### config.mk
export PLATFORM = sky130hd
export DESIGN_NAME = arrival_order_arbiter
export DESIGN_NICKNAME = d
export VERILOG_FILES = /design/src/rtl/arb_pkg.sv /design/src/rtl/arb_id_fifo.sv /design/src/rtl/arrival_order_arbiter.sv
export SDC_FILE = /design/constraint.sdc
export NUM_CORES = 1
export LEC_CHECK = 0
export CORE_AREA = 2 2 90 92
export DETAILED_ROUTE_END_ITERATION = 10
export DIE_AREA = 0 0 92 94
export MAX_ROUTING_LAYER = met4
export PLACE_DENSITY_LB_ADDON = 0.05
export SLEW_MARGIN = 20
export SYNTH_ARGS = -nofsm -noshare
export SYNTH_HDL_FRONTEND = slang
export SYNTH_HIERARCHICAL = 1
export SYNTH_SLANG_ARGS = --single-unit
### constraint.sdc
create_clock -name clk -period 6.8 [get_ports clk]
set_clock_uncertainty 0.15 [all_clocks]
set_input_delay 1.7 -clock clk [delete_from_list [all_inputs] [get_ports clk]]
set_output_delay 1.7 -clock clk [all_outputs]
set_load 0.01 [all_outputs]
### src/rtl/arb_pkg.sv
// arb_pkg -- shared definitions for the arrival-order arbiter.
//   arb_state_e  : arbiter FSM states (IDLE, GRANT)
//   HOLD_W       : width of the grant-hold counter (covers MAX_HOLD up to 255)
//   arb_id_bits  : bits needed to hold a requester index for n requesters
package arb_pkg;

  typedef enum logic {
    IDLE  = 1'b0,
    GRANT = 1'b1
  } arb_state_e;

  localparam int HOLD_W = 8;

  // Index width for n requesters; never below one bit so a two-line
  // arbiter still has a usable grant_id.
  function automatic int arb_id_bits(input int n);
    return (n <= 2) ? 1 : $clog2(n);
  endfunction

endpackage

### src/rtl/arb_id_fifo.sv
// arb_id_fifo -- ordered queue of requester IDs.
//   clk, reset_n   : clock, asynchronous active-low reset
//   push_vec       : one bit per ID; all set bits are appended in ascending
//                    index order in a single cycle
//   push_extra     : append push_extra_id after the push_vec entries
//   push_extra_id  : ID appended by push_extra
//   pop            : drop the head entry (ignored when empty)
//   head           : ID at the head of the queue
//   count          : registered occupancy
//   empty          : count == 0
//   member         : bit i set while ID i is somewhere in the queue
//
// Stored as a shift register with entry 0 at the head.  The caller
// guarantees no ID is pushed while already present, so DEPTH entries can
// never overflow; the bound checks below only keep out-of-range writes away.
module arb_id_fifo
  import arb_pkg::*;
#(
  parameter  int DEPTH = 4,
  localparam int IW    = arb_id_bits(DEPTH),
  localparam int CW    = IW + 1
) (
  input  logic             clk,
  input  logic             reset_n,
  input  logic [DEPTH-1:0] push_vec,
  input  logic             push_extra,
  input  logic [IW-1:0]    push_extra_id,
  input  logic             pop,
  output logic [IW-1:0]    head,
  output logic [CW-1:0]    count,
  output logic             empty,
  output logic [DEPTH-1:0] member
);

  logic [IW-1:0] ent_reg  [DEPTH];
  logic [IW-1:0] ent_next [DEPTH];
  logic [CW-1:0] cnt_reg;
  logic [CW-1:0] cnt_next;

  // Pop first (shift toward the head), then append pushes at the running
  // tail so same-cycle pushes land in ascending order, extra push last.
  always_comb begin
    for (int i = 0; i < DEPTH; i++) begin
      ent_next[i] = ent_reg[i];
    end
    cnt_next = cnt_reg;

    if (pop && (cnt_reg != '0)) begin
      for (int i = 0; i < DEPTH - 1; i++) begin
        ent_next[i] = ent_reg[i + 1];
      end
      ent_next[DEPTH-1] = '0;
      cnt_next = cnt_reg - CW'(1);
    end

    for (int i = 0; i < DEPTH; i++) begin
      if (push_vec[i] && (cnt_next < CW'(DEPTH))) begin
        ent_next[cnt_next[IW-1:0]] = IW'(i);
        cnt_next = cnt_next + CW'(1);
      end
    end

    if (push_extra && (cnt_next < CW'(DEPTH))) begin
      ent_next[cnt_next[IW-1:0]] = push_extra_id;
      cnt_next = cnt_next + CW'(1);
    end
  end

  always_ff @(posedge clk or negedge reset_n) begin
    if (!reset_n) begin
      for (int i = 0; i < DEPTH; i++) begin
        ent_reg[i] <= '0;
      end
      cnt_reg <= '0;
    end else begin
      for (int i = 0; i < DEPTH; i++) begin
        ent_reg[i] <= ent_next[i];
      end
      cnt_reg <= cnt_next;
    end
  end

  // Membership of the valid entries, used upstream to refuse duplicates.
  always_comb begin
    member = '0;
    for (int k = 0; k < DEPTH; k++) begin
      if (CW'(k) < cnt_reg) begin
        member[ent_reg[k]] = 1'b1;
      end
    end
  end

  assign head  = ent_reg[0];
  assign count = cnt_reg;
  assign empty = (cnt_reg == '0);

endmodule

### src/rtl/arrival_order_arbiter.sv
// arrival_order_arbiter -- grants a shared resource in order of request
// arrival (rising edge of a request line), not by index priority.
//   clk          : clock, all state on the rising edge
//   reset_n      : asynchronous active-low reset
//   rqst         : level request per requester
//   release_i    : current owner is done (only looked at during a grant)
//   grant        : registered one-hot grant (zero when idle)
//   grant_id     : index of the owner, 0 when idle
//   busy         : a grant is active
//   q_count      : IDs waiting in the queue (owner not included)
//   timeout      : one-cycle pulse when a grant is revoked at MAX_HOLD
//
// A grant ends on release_i, on the owner dropping its request, or when
// the hold counter reaches MAX_HOLD.  An owner still requesting when its
// grant ends goes back to the tail behind any same-cycle arrivals.  There
// is always at least one grant-free cycle between owners.
module arrival_order_arbiter
  import arb_pkg::*;
#(
  parameter  int NUM_REQUESTS = 4,
  parameter  int MAX_HOLD     = 16,
  localparam int IW           = arb_id_bits(NUM_REQUESTS),
  localparam int CW           = IW + 1
) (
  input  logic                    clk,
  input  logic                    reset_n,
  input  logic [NUM_REQUESTS-1:0] rqst,
  input  logic                    release_i,
  output logic [NUM_REQUESTS-1:0] grant,
  output logic [IW-1:0]           grant_id,
  output logic                    busy,
  output logic [CW-1:0]           q_count,
  output logic                    timeout
);

  localparam logic [NUM_REQUESTS-1:0] ONE = {{(NUM_REQUESTS-1){1'b0}}, 1'b1};

  arb_state_e              state_reg;
  logic [NUM_REQUESTS-1:0] rqst_d_reg;
  logic [NUM_REQUESTS-1:0] grant_reg;
  logic [IW-1:0]           id_reg;
  logic                    busy_reg;
  logic                    timeout_reg;
  logic [HOLD_W-1:0]       hold_reg;

  logic [NUM_REQUESTS-1:0] arrivals;
  logic [NUM_REQUESTS-1:0] member;
  logic [IW-1:0]           head;
  logic [CW-1:0]           fifo_count;
  logic                    fifo_empty;
  logic                    owner_rqst;
  logic                    hold_max;
  logic                    in_grant;
  logic                    rel_now;
  logic                    requeue;
  logic                    forced;
  logic                    pop;

  // Rising edges only.  An ID already waiting (withdrawn and re-raised
  // before it reached the head) or currently owning is not queued again,
  // which is what keeps the queue from ever holding a duplicate.
  assign arrivals   = rqst & ~rqst_d_reg & ~member & ~grant_reg;

  assign owner_rqst = rqst[id_reg];
  assign hold_max   = (hold_reg == HOLD_W'(MAX_HOLD));
  assign in_grant   = (state_reg == GRANT);
  assign rel_now    = in_grant && (release_i || !owner_rqst || hold_max);
  assign requeue    = rel_now && owner_rqst;
  assign forced     = in_grant && hold_max && !release_i && owner_rqst;

  // In IDLE the head leaves the queue every cycle: either it becomes the
  // owner or, if its line has dropped, it is discarded.
  assign pop        = (state_reg == IDLE) && !fifo_empty;

  arb_id_fifo #(
    .DEPTH(NUM_REQUESTS)
  ) u_fifo (
    .clk          (clk),
    .reset_n      (reset_n),
    .push_vec     (arrivals),
    .push_extra   (requeue),
    .push_extra_id(id_reg),
    .pop          (pop),
    .head         (head),
    .count        (fifo_count),
    .empty        (fifo_empty),
    .member       (member)
  );

  always_ff @(posedge clk or negedge reset_n) begin
    if (!reset_n) begin
      state_reg   <= IDLE;
      rqst_d_reg  <= '0;
      grant_reg   <= '0;
      id_reg      <= '0;
      busy_reg    <= 1'b0;
      timeout_reg <= 1'b0;
      hold_reg    <= '0;
    end else begin
      rqst_d_reg  <= rqst;
      timeout_reg <= 1'b0;
      case (state_reg)
        IDLE: begin
          if (!fifo_empty && rqst[head]) begin
            grant_reg <= ONE << head;
            id_reg    <= head;
            busy_reg  <= 1'b1;
            hold_reg  <= HOLD_W'(1);
            state_reg <= GRANT;
          end
        end
        GRANT: begin
          if (rel_now) begin
            grant_reg   <= '0;
            id_reg      <= '0;
            busy_reg    <= 1'b0;
            hold_reg    <= '0;
            timeout_reg <= forced;
            state_reg   <= IDLE;
          end else begin
            hold_reg <= hold_reg + HOLD_W'(1);
          end
        end
        default: begin
          state_reg <= IDLE;
        end
      endcase
    end
  end

  assign grant    = grant_reg;
  assign grant_id = id_reg;
  assign busy     = busy_reg;
  assign q_count  = fifo_count;
  assign timeout  = timeout_reg;

endmodule

Yosys cells after proc, flatten, opt, wreduce, memory -nomap -nowiden

Index checks and enable logic that the tools add are counted.

Logic and storage cells: 161
Flip-flop bits (word level): 32
Bits of input ports: 7

Muxes and demuxes: 56
Reduce and logical (&&, ||, !) cells: 30
$lt $le $gt $ge: 28
Shift-type cells: 1
Bitwise gates (word level): 24
$add $sub $neg: 7
Eq/ne operators: 3

Operator list:

| kind                  | count |
|---|---|
| $mux W8               | 8 |
| $mux W4               | 6 |
| $logic_and A1 B1 Y1   | 22 |
| $and A4 B4 Y4         | 5 |
| $demux W2 S2          | 5 |
| $not A4 Y4            | 5 |
| $or A4 B4 Y4          | 5 |
| $mux W3               | 6 |
| $pmux W8 S2           | 1 |
| $add A3 B1 Y3 const B | 5 |
| $ge A3 B3 Y1 const B  | 5 |
| $lt A2 B3 Y1 const B  | 5 |
| $lt A3 B1 Y1 const B  | 5 |
| $lt A3 B3 Y1 const B  | 5 |
| $not A2 Y3            | 5 |
| $mux W2               | 7 |
| $mux W1               | 12 |
| $add A8 B1 Y8 const B | 1 |
| $and A8 B8 Y8         | 1 |
| $bwmux W8             | 1 |
| $demux W1 S2          | 4 |
| $eq A8 B5 Y1 const B  | 1 |
| $ge A2 B1 Y1 const B  | 4 |
| $not A8 Y8            | 1 |
| 16 further kinds      | 24 |

Longest topological paths before layout

Depth in word-level cells: 32
Mapped depth: 23
Gate-level depth less buffers: 22

Modules after synthesis

Netlist, hierarchy kept.

Modules (own cells, without submodules):

| module                | cells each | times used | sequential area each (µm²) | area an instance (µm²) |
|---|---|---|---|---|
| arb_id_fifo           | 181        | 1          | 275.3                      | 1506.4 |
| arrival_order_arbiter | 100        | 1          | 525.5                      | 1089.8 |

Worst setup path after synthesis

No wires, ideal clock.

Kind: input to register
Start point: input rqst[0]
End point: register u_fifo/ent_reg[4] (netlist name)
Arrival: 4.974 ns
Required time: 6.525 ns
Path buffers: 1
Stages: 15
Path slack: 1.552 ns
Cell sequence: nor4b_1 a21oi_1 a221oi_2 xnor2_1 inv_1 ha_1 o21a_1 ha_1 a22oi_1 and3_1 buf_2 a21oi_1 a21oi_2 nand3b_1 mux2_2

RTL lines:

| what                            | line                        | text |
|---|---|---|
| from (decl)                     | arrival_order_arbiter.sv:27 | `input logic [NUM_REQUESTS-1:0] rqst,` |
| to (signal, indexed assignment) | arb_id_fifo.sv:77           | `ent_reg[i] <= ent_next[i];` |
| to (decl)                       | arb_id_fifo.sv:35           | `logic [IW-1:0] ent_reg [DEPTH];` |

==> impl_metrics.env <==
export IMPL_clk_path_buf_depth=2
export IMPL_synthMuxAreaShare_pct=9.108
export IMPL_synth_top_cell_area_share_pct=30.84
export IMPL_fmax_mhz=172.4
export IMPL_path_max_fanout=6
export IMPL_rows=32
export IMPL_dr_first_iter_drc_count=110
export IMPL_synth_xor_area_share_pct=2.699
export IMPL_r2r_setup_slack_ns=1.38
export IMPL_cts_buffers=5
export IMPL_diodes=0
export IMPL_setup_viol=0
export IMPL_crit_arrival_ns=5.81
export IMPL_grt_pass1_vias=2036
export IMPL_vias=2118
export IMPL_drive_gt1_share_pct=16.45
export IMPL_cp_end_kind="flop"
export IMPL_finalPower_mw=1.529
export IMPL_grt_max_degree=33
export IMPL_synth_top_family_by_area="simple AND/OR/NAND/NOR gates"
export IMPL_postRouteAntennaNets=0
export IMPL_syn_area_um2=2596
export IMPL_post_dp_cell_area_um2=2893
export IMPL_slowest_delay_ns=0.52
export IMPL_multiInputGateArea_um2=1659
export IMPL_fin_area_um2=3000
export IMPL_die_w_um=92
export IMPL_io_pins=18
export IMPL_fin_crit_sh_pct=85.28
export IMPL_path_class="in2reg"
export IMPL_nFillCells=769
export IMPL_grt_setup_unrepaired="false"
export IMPL_synthSimpleGateAreaFrac_pct=22.65
export IMPL_remaining_drc_errors=0
export IMPL_viasPerCell=5.217
export IMPL_cts_clk_slew_worst_paths_ns=0.07
export IMPL_max_slew_margin_pct=53.19
export IMPL_fp_dieH_um=94
export IMPL_dieArea_um2=8648
export IMPL_dp_cells=398
export IMPL_synth_ff_type="dfrtp_1"
export IMPL_wl_per_cell_um=16.11
export IMPL_synthAdderAreaFrac_pct=10.12
export IMPL_status="finished clean"
export IMPL_crit_buf_inv=3
export IMPL_post_layout_nonfiller_instances=406
export IMPL_antenna_found_initial=0
export IMPL_nNetsFinal=331
export IMPL_clk_latency_ns=0.28
export IMPL_grt_pass1_wl_mm=10.56
export IMPL_slowest_stage="clkdlybuf4s50_1"
export IMPL_cts_sink_count=32
export IMPL_post_cts_resized=0
export IMPL_ys_warn_count=6
export IMPL_crit_required_ns=6.81
export IMPL_firstDrtPassIters=4
export IMPL_finalSetupTns_ns=0
export IMPL_leakage_nw=1.284
export IMPL_initial_core_util_pct=34.13
export IMPL_cts_setup_buffers=0
export IMPL_path_cells="clkdlybuf4s50_1 > nor4b_1 > buf_4 > a21oi_1 > a221oi_2 > xnor2_1 > inv_1 > ha_1 > o21a_1 > ha_1 > a22oi_1 > and3_1 > a21oi_1 > a21oi_2 > nand3b_1 > mux2_2"
export IMPL_ys_ff_latch=32
export IMPL_layout_min_cycle_time_ns=5.799
export IMPL_synth_edf_count=0
export IMPL_mostFrequentLayoutCell="nand2_1"
export IMPL_io_buffers=17
export IMPL_grt_usage_pct=16.06
export IMPL_drt_total_wl_mm=6.539
export IMPL_max_cap_viol_count=0
export IMPL_largest_reg_flops=8
export IMPL_layout_common_cells="38 x nand2_1, 32 x dfrtp_1, 22 x inv_1"
export IMPL_yosys_top_cells_area="dfrtp_1 31%, ha_1 10%, mux2_2 5.6%"
export IMPL_htreeDepth=2
export IMPL_cts_root_buf="clkbuf_8"
export IMPL_peakVddDrop_mv=0.1446
export IMPL_grt_ovfl_total=0
export IMPL_synthCells=281
export IMPL_cts_tree="done"
export IMPL_startpoint_type="input port"
export IMPL_yosysSeqAreaShare_pct=30.84
export IMPL_core_um2=7607
export IMPL_ys_async_sr_fraction_pct=100.0
export IMPL_gp_congestion=0.8318
export IMPL_p_per_area_nw_per_um2=509.7
export IMPL_holdWs_ns=0.3529
export IMPL_area_growth_syn_to_layout_pct=15.57
export IMPL_tightestPinTransition_ns=0.7003
export IMPL_area_sequential_um2=800.8
export IMPL_slew_violations=0
export IMPL_cts_hold_buf=0
export IMPL_synth_distinct_cells=64
export IMPL_avgSynthCellArea_um2=9.239
export IMPL_synth_area_leader_cell="dfrtp_1"
export IMPL_synth_compound_area_share_pct=19.08
export IMPL_post_dp_hpwl_mm=5.013
export IMPL_hold_class="reg2reg"
export IMPL_finalHoldViolCount=0
export IMPL_syn_nets=309
export IMPL_crit_family="compound AO/OA/AOI/OAI gates"
## where the power goes
group,internal [mW],switching (mW)
Sequential,0.243,0.0936
Combinational,0.440,0.574
Clock,0.109,0.0703
## synth_stat cells (all sizes together), types with 3 or more instances
library cell and count:
a31oi 6, nand2b 4, nor3 3, o32ai 4
and3 9, buf 7, o21ai 9, mux2i 6
nand3 9, a22oi 3, ha 21, nand2 38
o211ai 3, nand4 4, nor4b 6, nand3b 5
nor2 12, mux2 13, dfrtp 32, xnor2 8
inv 24, a21oi 13, o21a 3, o22ai 4
and2 3, nor3b 5
## logic make-up (layout without fill, tap and decap cells)
kind of cell	Yosys count	count (layout)
buffers and inverters	32	55
muxes	20	20
AOI/OAI and AO/OA	64	64
adders and majority gates	21	21
DFF	32	32
xor gates and xnor gates	8	8
and+or+nand+nor	104	104
## layer usage
layer / track usage [%] / share of wire, % / vias up
li1: - / - / 1063
met1: 21.58 / 49 / 1011
met2: 24.14 / 45 / 34
met3: 3.772 / 3.6 / 10
met4: 4.975 / 2.0 / 0
met5: - / 0 / -
## tightest hold or removal path, stage by stage (launching register included)
cell and delay, ns:
dfrtp_1 0.35, a21oi_1 0.04, nor2_1 0.07
## worst paths after layout
path	cells after the start	end	start
setup / recovery	16	u_fifo/ent_reg[4]	rqst[0]
hold / removal	2	busy	busy
setup reg to reg	21	u_fifo/ent_reg[4]	u_fifo/count[0]
hold reg to reg	2	busy	busy
max in group asynchronous	2	hold_reg[1]	reset_n
min in group asynchronous	2	u_fifo/head[0]	reset_n
## stage by stage
stage,setup slack (ns),util [%]
2_1_floorplan,1.552,-
3_3_place_gp,0.7806,37.94
3_5_place_dp,0.7192,38.03
4_1_cts,0.9982,39.44
5_1_grt,0.7793,39.44
6_report,1.001,39.44
## final cells by class
type                    count  area share, %
multi-input cells         217          55.30
flip-flops and latches     32          26.69
repair buffers             23          7.173
well taps                 102          4.254
inverters                  24          3.002
clock buffers               6          2.419
clock inverters             2          1.168
(Power assumes the default switching activity.)
